### src/rtl/simon_iter_core.sv
// Iterative SIMON 2N/MN block cipher: one round per cycle, with on-chip key
// expansion into a T-entry round-key file that is reused across blocks.
module simon_iter_core #(
  parameter int unsigned N = 32,
  parameter int unsigned M = 3
) (
  input  logic           clk,
  input  logic           rst,
  input  logic           key_valid,
  output logic           key_ready,
  input  logic [N*M-1:0] key,
  output logic           keys_ok,
  input  logic           in_valid,
  output logic           in_ready,
  input  logic           mode,
  input  logic [2*N-1:0] in_text,
  output logic           out_valid,
  input  logic           out_ready,
  output logic [2*N-1:0] out_text
);

  localparam bit CFG_OK = (N == 16 && M == 4) || (N == 24 && (M == 3 || M == 4)) ||
                          (N == 32 && (M == 3 || M == 4));

  localparam int unsigned T = (N == 16) ? 32 : (N == 24) ? 36 : (M == 3) ? 42 : 44;
  localparam int unsigned CW = $clog2(T + 1);
  localparam int unsigned AW = $clog2(T);

  // Leftmost character of each string is z[0]; indexed as Z[61 - i].
  localparam logic [61:0] Z0 = 62'b11111010001001010110000111001101111101000100101011000011100110;
  localparam logic [61:0] Z1 = 62'b10001110111110010011000010110101000111011111001001100001011010;
  localparam logic [61:0] Z2 = 62'b10101111011100000011010010011000101000010001111110010110110011;
  localparam logic [61:0] Z3 = 62'b11011011101011000110010111100000010010001010011100110100001111;
  localparam logic [61:0] ZSEL = (N == 16 || (N == 24 && M == 3)) ? Z0 :
                                 (N == 24) ? Z1 : (M == 3) ? Z2 : Z3;

  localparam logic [1:0] S_IDLE   = 2'd0;
  localparam logic [1:0] S_KEYEXP = 2'd1;
  localparam logic [1:0] S_RUN    = 2'd2;
  localparam logic [1:0] S_DONE   = 2'd3;

  generate
    if (!CFG_OK) begin : g_bad_cfg
      $error("simon_iter_core: unsupported N/M combination");
    end
  endgenerate

  function automatic logic [N-1:0] rol(input logic [N-1:0] v, input int unsigned s);
    return (v << s) | (v >> (N - s));
  endfunction

  function automatic logic [N-1:0] ror(input logic [N-1:0] v, input int unsigned s);
    return (v >> s) | (v << (N - s));
  endfunction

  function automatic logic [N-1:0] f_simon(input logic [N-1:0] v);
    return (rol(v, 1) & rol(v, 8)) ^ rol(v, 2);
  endfunction

  logic [1:0]     r_state, w_state_nxt;
  logic [CW-1:0]  r_cnt, w_cnt_nxt;
  logic [N-1:0]   r_x, w_x_nxt;
  logic [N-1:0]   r_y, w_y_nxt;
  logic           r_mode, w_mode_nxt;
  logic           r_keys_ok, w_keys_ok_nxt;
  logic           r_out_valid, w_out_valid_nxt;
  logic [2*N-1:0] r_out_text, w_out_text_nxt;
  logic           r_key_ready, r_in_ready;
  logic           w_key_acc, w_kx_we;

  logic [N-1:0]   r_rk [T];

  logic [N-1:0]   w_km1, w_km3, w_kmm, w_tmp, w_kexp;
  logic [5:0]     w_zidx;
  logic           w_zbit;
  logic [AW-1:0]  w_rk_idx;
  logic [N-1:0]   w_rk, w_x_rnd, w_y_rnd;

  // Key schedule step for index i = r_cnt.
  assign w_km1  = r_rk[AW'(r_cnt - CW'(1))];
  assign w_km3  = r_rk[AW'(r_cnt - CW'(3))];
  assign w_kmm  = r_rk[AW'(r_cnt - CW'(M))];
  assign w_zidx = 6'((32'(r_cnt) - M) % 32'd62);
  assign w_zbit = ZSEL[6'd61 - w_zidx];

  always_comb begin
    w_tmp = ror(w_km1, 3);
    if (M == 4) w_tmp = w_tmp ^ w_km3;
    w_kexp = ~w_kmm ^ w_tmp ^ ror(w_tmp, 1) ^ N'(w_zbit) ^ N'(3);
  end

  // Decrypt walks the key file backwards on the swapped state.
  assign w_rk_idx = r_mode ? AW'(r_cnt) : AW'(CW'(T - 1) - r_cnt);
  assign w_rk     = r_rk[w_rk_idx];
  assign w_x_rnd  = r_y ^ f_simon(r_x) ^ w_rk;
  assign w_y_rnd  = r_x;

  always_comb begin
    w_state_nxt     = r_state;
    w_cnt_nxt       = r_cnt;
    w_x_nxt         = r_x;
    w_y_nxt         = r_y;
    w_mode_nxt      = r_mode;
    w_keys_ok_nxt   = r_keys_ok;
    w_out_valid_nxt = r_out_valid;
    w_out_text_nxt  = r_out_text;
    w_key_acc       = 1'b0;
    w_kx_we         = 1'b0;
    case (r_state)
      S_IDLE: begin
        if (key_valid) begin
          w_key_acc     = 1'b1;
          w_keys_ok_nxt = 1'b0;
          w_cnt_nxt     = CW'(M);
          w_state_nxt   = S_KEYEXP;
        end else if (in_valid && r_keys_ok) begin
          w_mode_nxt  = mode;
          w_x_nxt     = mode ? in_text[2*N-1:N] : in_text[N-1:0];
          w_y_nxt     = mode ? in_text[N-1:0]   : in_text[2*N-1:N];
          w_cnt_nxt   = '0;
          w_state_nxt = S_RUN;
        end
      end
      S_KEYEXP: begin
        w_kx_we = 1'b1;
        if (r_cnt == CW'(T - 1)) begin
          w_keys_ok_nxt = 1'b1;
          w_cnt_nxt     = '0;
          w_state_nxt   = S_IDLE;
        end else begin
          w_cnt_nxt = r_cnt + CW'(1);
        end
      end
      S_RUN: begin
        w_x_nxt = w_x_rnd;
        w_y_nxt = w_y_rnd;
        if (r_cnt == CW'(T - 1)) begin
          w_out_valid_nxt = 1'b1;
          w_out_text_nxt  = r_mode ? {w_x_rnd, w_y_rnd} : {w_y_rnd, w_x_rnd};
          w_cnt_nxt       = '0;
          w_state_nxt     = S_DONE;
        end else begin
          w_cnt_nxt = r_cnt + CW'(1);
        end
      end
      S_DONE: begin
        if (out_ready) begin
          w_out_valid_nxt = 1'b0;
          w_state_nxt     = S_IDLE;
        end
      end
      default: w_state_nxt = S_IDLE;
    endcase
  end

  always_ff @(posedge clk) begin
    if (rst) begin
      r_state     <= S_IDLE;
      r_cnt       <= '0;
      r_x         <= '0;
      r_y         <= '0;
      r_mode      <= 1'b0;
      r_keys_ok   <= 1'b0;
      r_out_valid <= 1'b0;
      r_out_text  <= '0;
      r_key_ready <= 1'b1;
      r_in_ready  <= 1'b0;
    end else begin
      r_state     <= w_state_nxt;
      r_cnt       <= w_cnt_nxt;
      r_x         <= w_x_nxt;
      r_y         <= w_y_nxt;
      r_mode      <= w_mode_nxt;
      r_keys_ok   <= w_keys_ok_nxt;
      r_out_valid <= w_out_valid_nxt;
      r_out_text  <= w_out_text_nxt;
      r_key_ready <= (w_state_nxt == S_IDLE);
      r_in_ready  <= (w_state_nxt == S_IDLE) && w_keys_ok_nxt;
    end
  end

  // Round-key file: master words on load, one derived word per KEYEXP cycle.
  always_ff @(posedge clk) begin
    if (!rst) begin
      if (w_key_acc) begin
        for (int j = 0; j < int'(M); j++) r_rk[AW'(j)] <= key[j*N +: N];
      end else if (w_kx_we) begin
        r_rk[AW'(r_cnt)] <= w_kexp;
      end
    end
  end

  assign key_ready = r_key_ready;
  assign in_ready  = r_in_ready;
  assign keys_ok   = r_keys_ok;
  assign out_valid = r_out_valid;
  assign out_text  = r_out_text;

endmodule

### config.mk
export PLATFORM = sky130hd
export DESIGN_NAME = simon_iter_core
export DESIGN_NICKNAME = d
export VERILOG_FILES = /design/src/rtl/simon_iter_core.sv
export SDC_FILE = /design/constraint.sdc
export NUM_CORES = 2
export LEC_CHECK = 0
export CAP_MARGIN = 25
export CELL_PAD_IN_SITES_DETAIL_PLACEMENT = 0
export CELL_PAD_IN_SITES_GLOBAL_PLACEMENT = 2
export CORE_MARGIN = 1
export CORE_UTILIZATION = 30
export DETAILED_ROUTE_END_ITERATION = 10
export GPL_TIMING_DRIVEN = 0
export PLACE_DENSITY = 0.63
export SLEW_MARGIN = 5
export SYNTH_ARGS = -nofsm -noshare
export SYNTH_HDL_FRONTEND = slang
export SYNTH_SLANG_ARGS = --single-unit
### constraint.sdc
create_clock -name clk -period 8.9 [get_ports clk]
set_input_delay 2.225 -clock clk [delete_from_list [all_inputs] [get_ports clk]]
set_output_delay 2.225 -clock clk [all_outputs]
set_load 0.005 [all_outputs]
; ---- Word level (Yosys, flattened, before mapping)
; Memory sizes are Yosys's and may differ from the RTL's.
; Index checks and enable logic that the tools add are counted.
[totals]
out_inout_bits = 68
mem_bits_ro = 64
mem_count = 2
latchBits = 0
mem_bits_rw = 1344
wordCells = 98
register_bits = 141
[mem_list]
columns = memory, depth, width, read_ports, rd_clocked_by_memory_dff, write_ports, line_no
row1 = r_rk, 42, 32, 3, 0, 3, 71  ; logic [N-1:0] r_rk [T];
row2 = (no name shown), 64, 1, 1, 0, 0, 84  ; assign w_zbit = ZSEL[6'd61 - w_zidx];
[op_classes]
div = 1
n_reduce_logical = 14
n_shift = 0
n_lt_le_gt_ge = 1
muxes = 40
multipliers = 0
n_eq_ne = 9
addsub = 6
n_bitwise = 15
[op_table]
columns = cell, count
row1 = 32-bit two-way mux, 7
row2 = 32-bit bitwise XOR, 5
row3 = 32-bit case mux with 2 select lines, 2
row4 = 64-bit two-way mux, 1
row5 = 32-bit AND, 1
row6 = "32-bit by 6-bit modulo with 32-bit output, second input constant", 1
row7 = 32-bit NOT, 1
row8 = 29-bit by 32-bit OR with 32-bit output, 1
row9 = 31-bit by 32-bit OR with 32-bit output, 1
row10 = 32-bit by 1-bit OR with 32-bit output, 1
row11 = 32-bit by 2-bit OR with 32-bit output, 1
row12 = 32-bit by 8-bit OR with 32-bit output, 1
row13 = 32-bit OR reduction, 1
row14 = 32-bit by 1-bit bitwise XOR with 32-bit output, 1
row15 = 6-bit two-way mux, 5
row16 = 1-bit two-way mux, 16
row17 = 6-bit case mux with 2 select lines, 1
row18 = "6-bit subtractor, first input constant", 2
row19 = 2-bit two-way mux, 5
row20 = 3-bit AND reduction, 3
row21 = "2-bit != test, second input constant", 4
row22 = 2-bit case mux with 4 select lines, 1
row23 = "6-bit by 7-bit < comparator with 1-bit output, second input constant", 1
row24 = "6-bit by 2-bit subtractor with 7-bit output, second input constant", 1
row25 = 15 further kinds, 22

; ---- Depth between registers and ports, before layout
[depth]
depth_word = 8
depth_mapped = 23
ltp_nobuf = 16

; ---- Worst setup path after synthesis
; OpenSTA, ideal clock, no wires.
[synth_timing]
kind = reg-to-reg
from = register r_cnt[1]
to = memory r_rk[10][0] (data pin)
n_path_buf = 8
stages_incl_launch_ff = 21
slack_ns = 2.622
setup_time_ns = 0.392
arrival_ns = 5.886
period_less_slack_ns = 6.278
required_time_ns = 8.508
path_cell_list = dfxtp_1 -> clkbuf_1 -> clkbuf_1 -> buf_1 -> inv_1 -> ha_1 -> buf_2 -> buf_2 -> buf_2 -> buf_2 -> inv_1 -> xnor2_1 -> inv_1 -> ha_1 -> or3_1 -> clkbuf_1 -> a211o_1 -> a21oi_1 -> nor3_1 -> o221a_1 -> nor2_1
[synth_rtl]
columns = item, line_no
row1 = from (decl), 61  ; logic [CW-1:0] r_cnt, w_cnt_nxt;
row2 = from (signal assigned), 170  ; r_cnt <= w_cnt_nxt;
row3 = to (decl), 71

==> out/metrics.yaml <==
portBuffers: 231
holdBufCountCts: 0
syn_to_final_growth_pct: 20.6
whs_ns: 0.453
post_cts_buffers: 0
irDropWorstVdd_uv: 278
dr_wl_met3_mm: 79.3
cts.sinks: 1549
worstSkewPairLatency_ns: 0.93
h-tree-depth: 4
gp_congestion: 1.06
clk_path_buf_depth: 4
yosysTopAreaCell: "edfxtp_1"
highest-signal-layer: "met5"
dr.pass1.iters: 6
ant_nets: 0
grt_pass1_vias: 64900
dp_slack_ns: -1.05
cap_violations: 0
crit_chain: "clkbuf_2 > clkbuf_4 > buf_1 > buf_8 > inv_1 > ha_1 > xor2_1 > buf_2 > buf_2 > buf_1 > nand2_1 > a31oi_1 > nor2_1 > a21oi_1 > xor3_2 > buf_12 > mux2_2"
fin_crit_sh_pct: 104
antenna_found_initial: 54
placed_area_sq_mm: 0.0995
synthCells: 5601
synth_seq_cells: 1549
hpwlAfterDp_mm: 384
vias: 69800
ios: 234
die-area_sq_mm: 0.295
rsz0062_at_grt: "false"
hold_viol_final: 0
synth_cell_types: 66
viasPerCell: 6.75
grt_usage_pct: 34.6
start_kind: "flip-flop"
rrSetupSlack_ns: -0.35
min_from: "out_text[48]"
crit_fanout: 32
finalNetCount: 6443
drtIter0Drc: 13800
max_stage_delay_ns: 0.86
met1_length_mm: 181
end_kind: "flip-flop"
drive_gt1_share_pct: 33.1
path_buf_inv: 9
r2r_start: "r_cnt[1]"
critical_path_class: "reg2reg"
cts_tree: "done"
die_x_um: 543
cts.clk_slew.worst_paths_ns: 0.06
final.fill_count: 27700
worstPathArrival_ns: 9.91
status: "finished with violations"
slew-limit-headroom_pct: 17.7
overflow: 0
synth_edf_count: 1408
placed_cells: 9956
period_minus_slack_ns: 9.25
synth_fp_nets: 5783
wl_met2_mm: 209
rr_worst_depth: 17
p_leak_nw: 33.8
finalWorstSetupSlack_ns: -0.346
grt_max_degree: 45
synth_top_area_share_pct: 48.2
synthFlopType: "edfxtp_1"
syn_area_per_cell_sq_um: 15.7
rows: 198
p_per_area_mw_per_mm2: 260
fmax_ghz: 0.108
yosysSeqAreaShare_pct: 51.4
yosys-top-cells-area: "edfxtp_1 48%, mux4_2 29%, dfxtp_1 3.2%"
core_area_sq_mm: 0.291
fin_worst_skew_ns: 0.100
routed_wl_mm: 519
async_flop_share_pct: 0
whs_endpoint: "out_text[48]"
violations: "negative setup slack"
drv_slew: 0
hold_path.class: "reg2reg"
required_ns: 9.57
worst_pin_slew_ns: 1.23
die_h_um: 543
path_delay_family: "buffers and inverters"
synth_area_sq_mm: 0.0877
wire_per_inst_um: 50.2
final_cell_area_sq_mm: 0.106
critical-path-slowest-cell: "buf_2"
ys_warn_count: 0
final_cells: 10300
numCtsBuffers: 188
hold_path_depth: 2
drc: 0
grt_pass1_wl_mm: 663
r2r-end: "r_rk[0][22]"
setup_viol: 371
cts_root_buf: "clkbuf_16"
initial_utilization_pct: 30.2
metal layers:
| layer | vias up | GRT usage, % |
|---|---|---|
| met5 | - | 0 |
| met1 | 36500 | 41.4 |
| met3 | 1745 | 16.3 |
| li1 | 24400 | - |
| met2 | 7184 | 47.6 |
| met4 | 42 | 26.9 |
what timing repair did:
action / 4_1_cts / 5_1_grt
gates resized for setup: 10 / 8
pin swaps: 0 / 0
endpoints found under the setup margin: 568 / 121
tightest hold or removal path, stage by stage (launching register included):
cell and delay [ns]:
dfxtp_1 0.32, nand2_1 0.04, o21ai_0 0.05
cell type report:
cell class | instances | area (sq um) | share of cell area [%]
sequential | 1549 | 45100 | 42.6
multi-input combinational | 3492 | 40700 | 38.5
timing repair buffer | 471 | 6530 | 6.17
clock buffer | 233 | 4990 | 4.72
tap | 3900 | 4880 | 4.61
buffer | 537 | 2420 | 2.29
clock inverter | 104 | 966 | 0.913
inverter | 22 | 85.1 | 0.0804
antenna | 33 | 82.6 | 0.0781
power breakdown:
part	internal (W)	total, W	switching (W)	leakage (nW)
sequential	0.00988	0.00994	0.0000581	13.8
clock	0.00445	0.00780	0.00335	2.91
combinational	0.00291	0.00982	0.00691	17.1
total	0.0172	0.0276	0.0103	33.8
state kept, by name (all words and copies together), names as in the netlist:
signal	flops
r_y	32
keys_ok	1
r_rk	1408
out_valid	1
r_mode	1
key_ready	1
out_text	64
r_state	2
r_cnt	6
r_x	32
in_ready	1
cell usage after synthesis (all sizes together), types with 55 or more instances:
cell type / count
edfxtp: 1408
mux4: 1139
nand2: 642
nor2: 323
clkbuf: 296
buf: 242
a21oi: 213
mux2i: 167
dfxtp: 141
xnor2: 125
a211oi: 121
nand3: 111
and3: 77
a31oi: 72
mux2: 68
nand3b: 55
layout by cell type, fill, tap and decap left out, drive strengths merged, types with 5 or more instances in the layout:
cell	n
clkdlybuf4s50	231
a211oi	121
a31o	13
o31ai	5
o41ai	54
a31oi	72
a21oi	213
a21o	5
bufinv	17
a311oi	7
clkinvlp	8
clkbuf	533
xor3	14
edfxtp	1408
o21ai	52
a311o	29
nand3b	55
inv	24
nand2	642
xnor2	125
buf	476
xor2	16
nor3	7
dfxtp	141
or3	8
nand2b	24
o211ai	29
ha	16
diode	33
nor2b	45
mux2i	167
clkinv	77
a211o	12
and3	77
mux2	68
nor2	323
mux4	1139
nand3	111
logic make-up after synthesis:
logic type               synth area share, %
AO/OA/AOI/OAI                           5.16
XOR/XNOR                                1.91
adder cells (fa/ha/maj)                0.228
buffers and inverters                   2.72
flip-flops                              51.4
multiplexers                            32.0
AND/OR/NAND/NOR                         6.53
stage by stage:
stage | setup TNS [ns] | util (%) | total power [W]
after detailed placement | -226.45 | 34.2 | 0.0193
after global routing | 0 | 36.3 | 0.0276
final | -57.24 | 36.4 | 0.0276
after floorplan | 0 | - | 0.0141
after global placement | -6115.55 | 32.6 | 0.0185
after CTS | 0 | 36.3 | 0.0270
worst max-delay path by stage:
stage / to / from / slack [ns] / cells after the start
final: r_rk[0][22] / r_cnt[1] / -0.35 / 17
after global routing: r_rk[2][27] / r_cnt[1] / 0.03 / 21
after CTS: r_rk[0][26] / r_cnt[1] / 0.02 / 21
after detailed placement: r_rk[41][0] / r_cnt[1] / -1.05 / 18
after global placement: r_rk[4][8] / r_cnt[1] / -5.89 / 14
after floorplan: r_rk[10][0] / r_cnt[1] / 2.62 / 20
No activity file was read; power rests on OpenSTA's default activity.
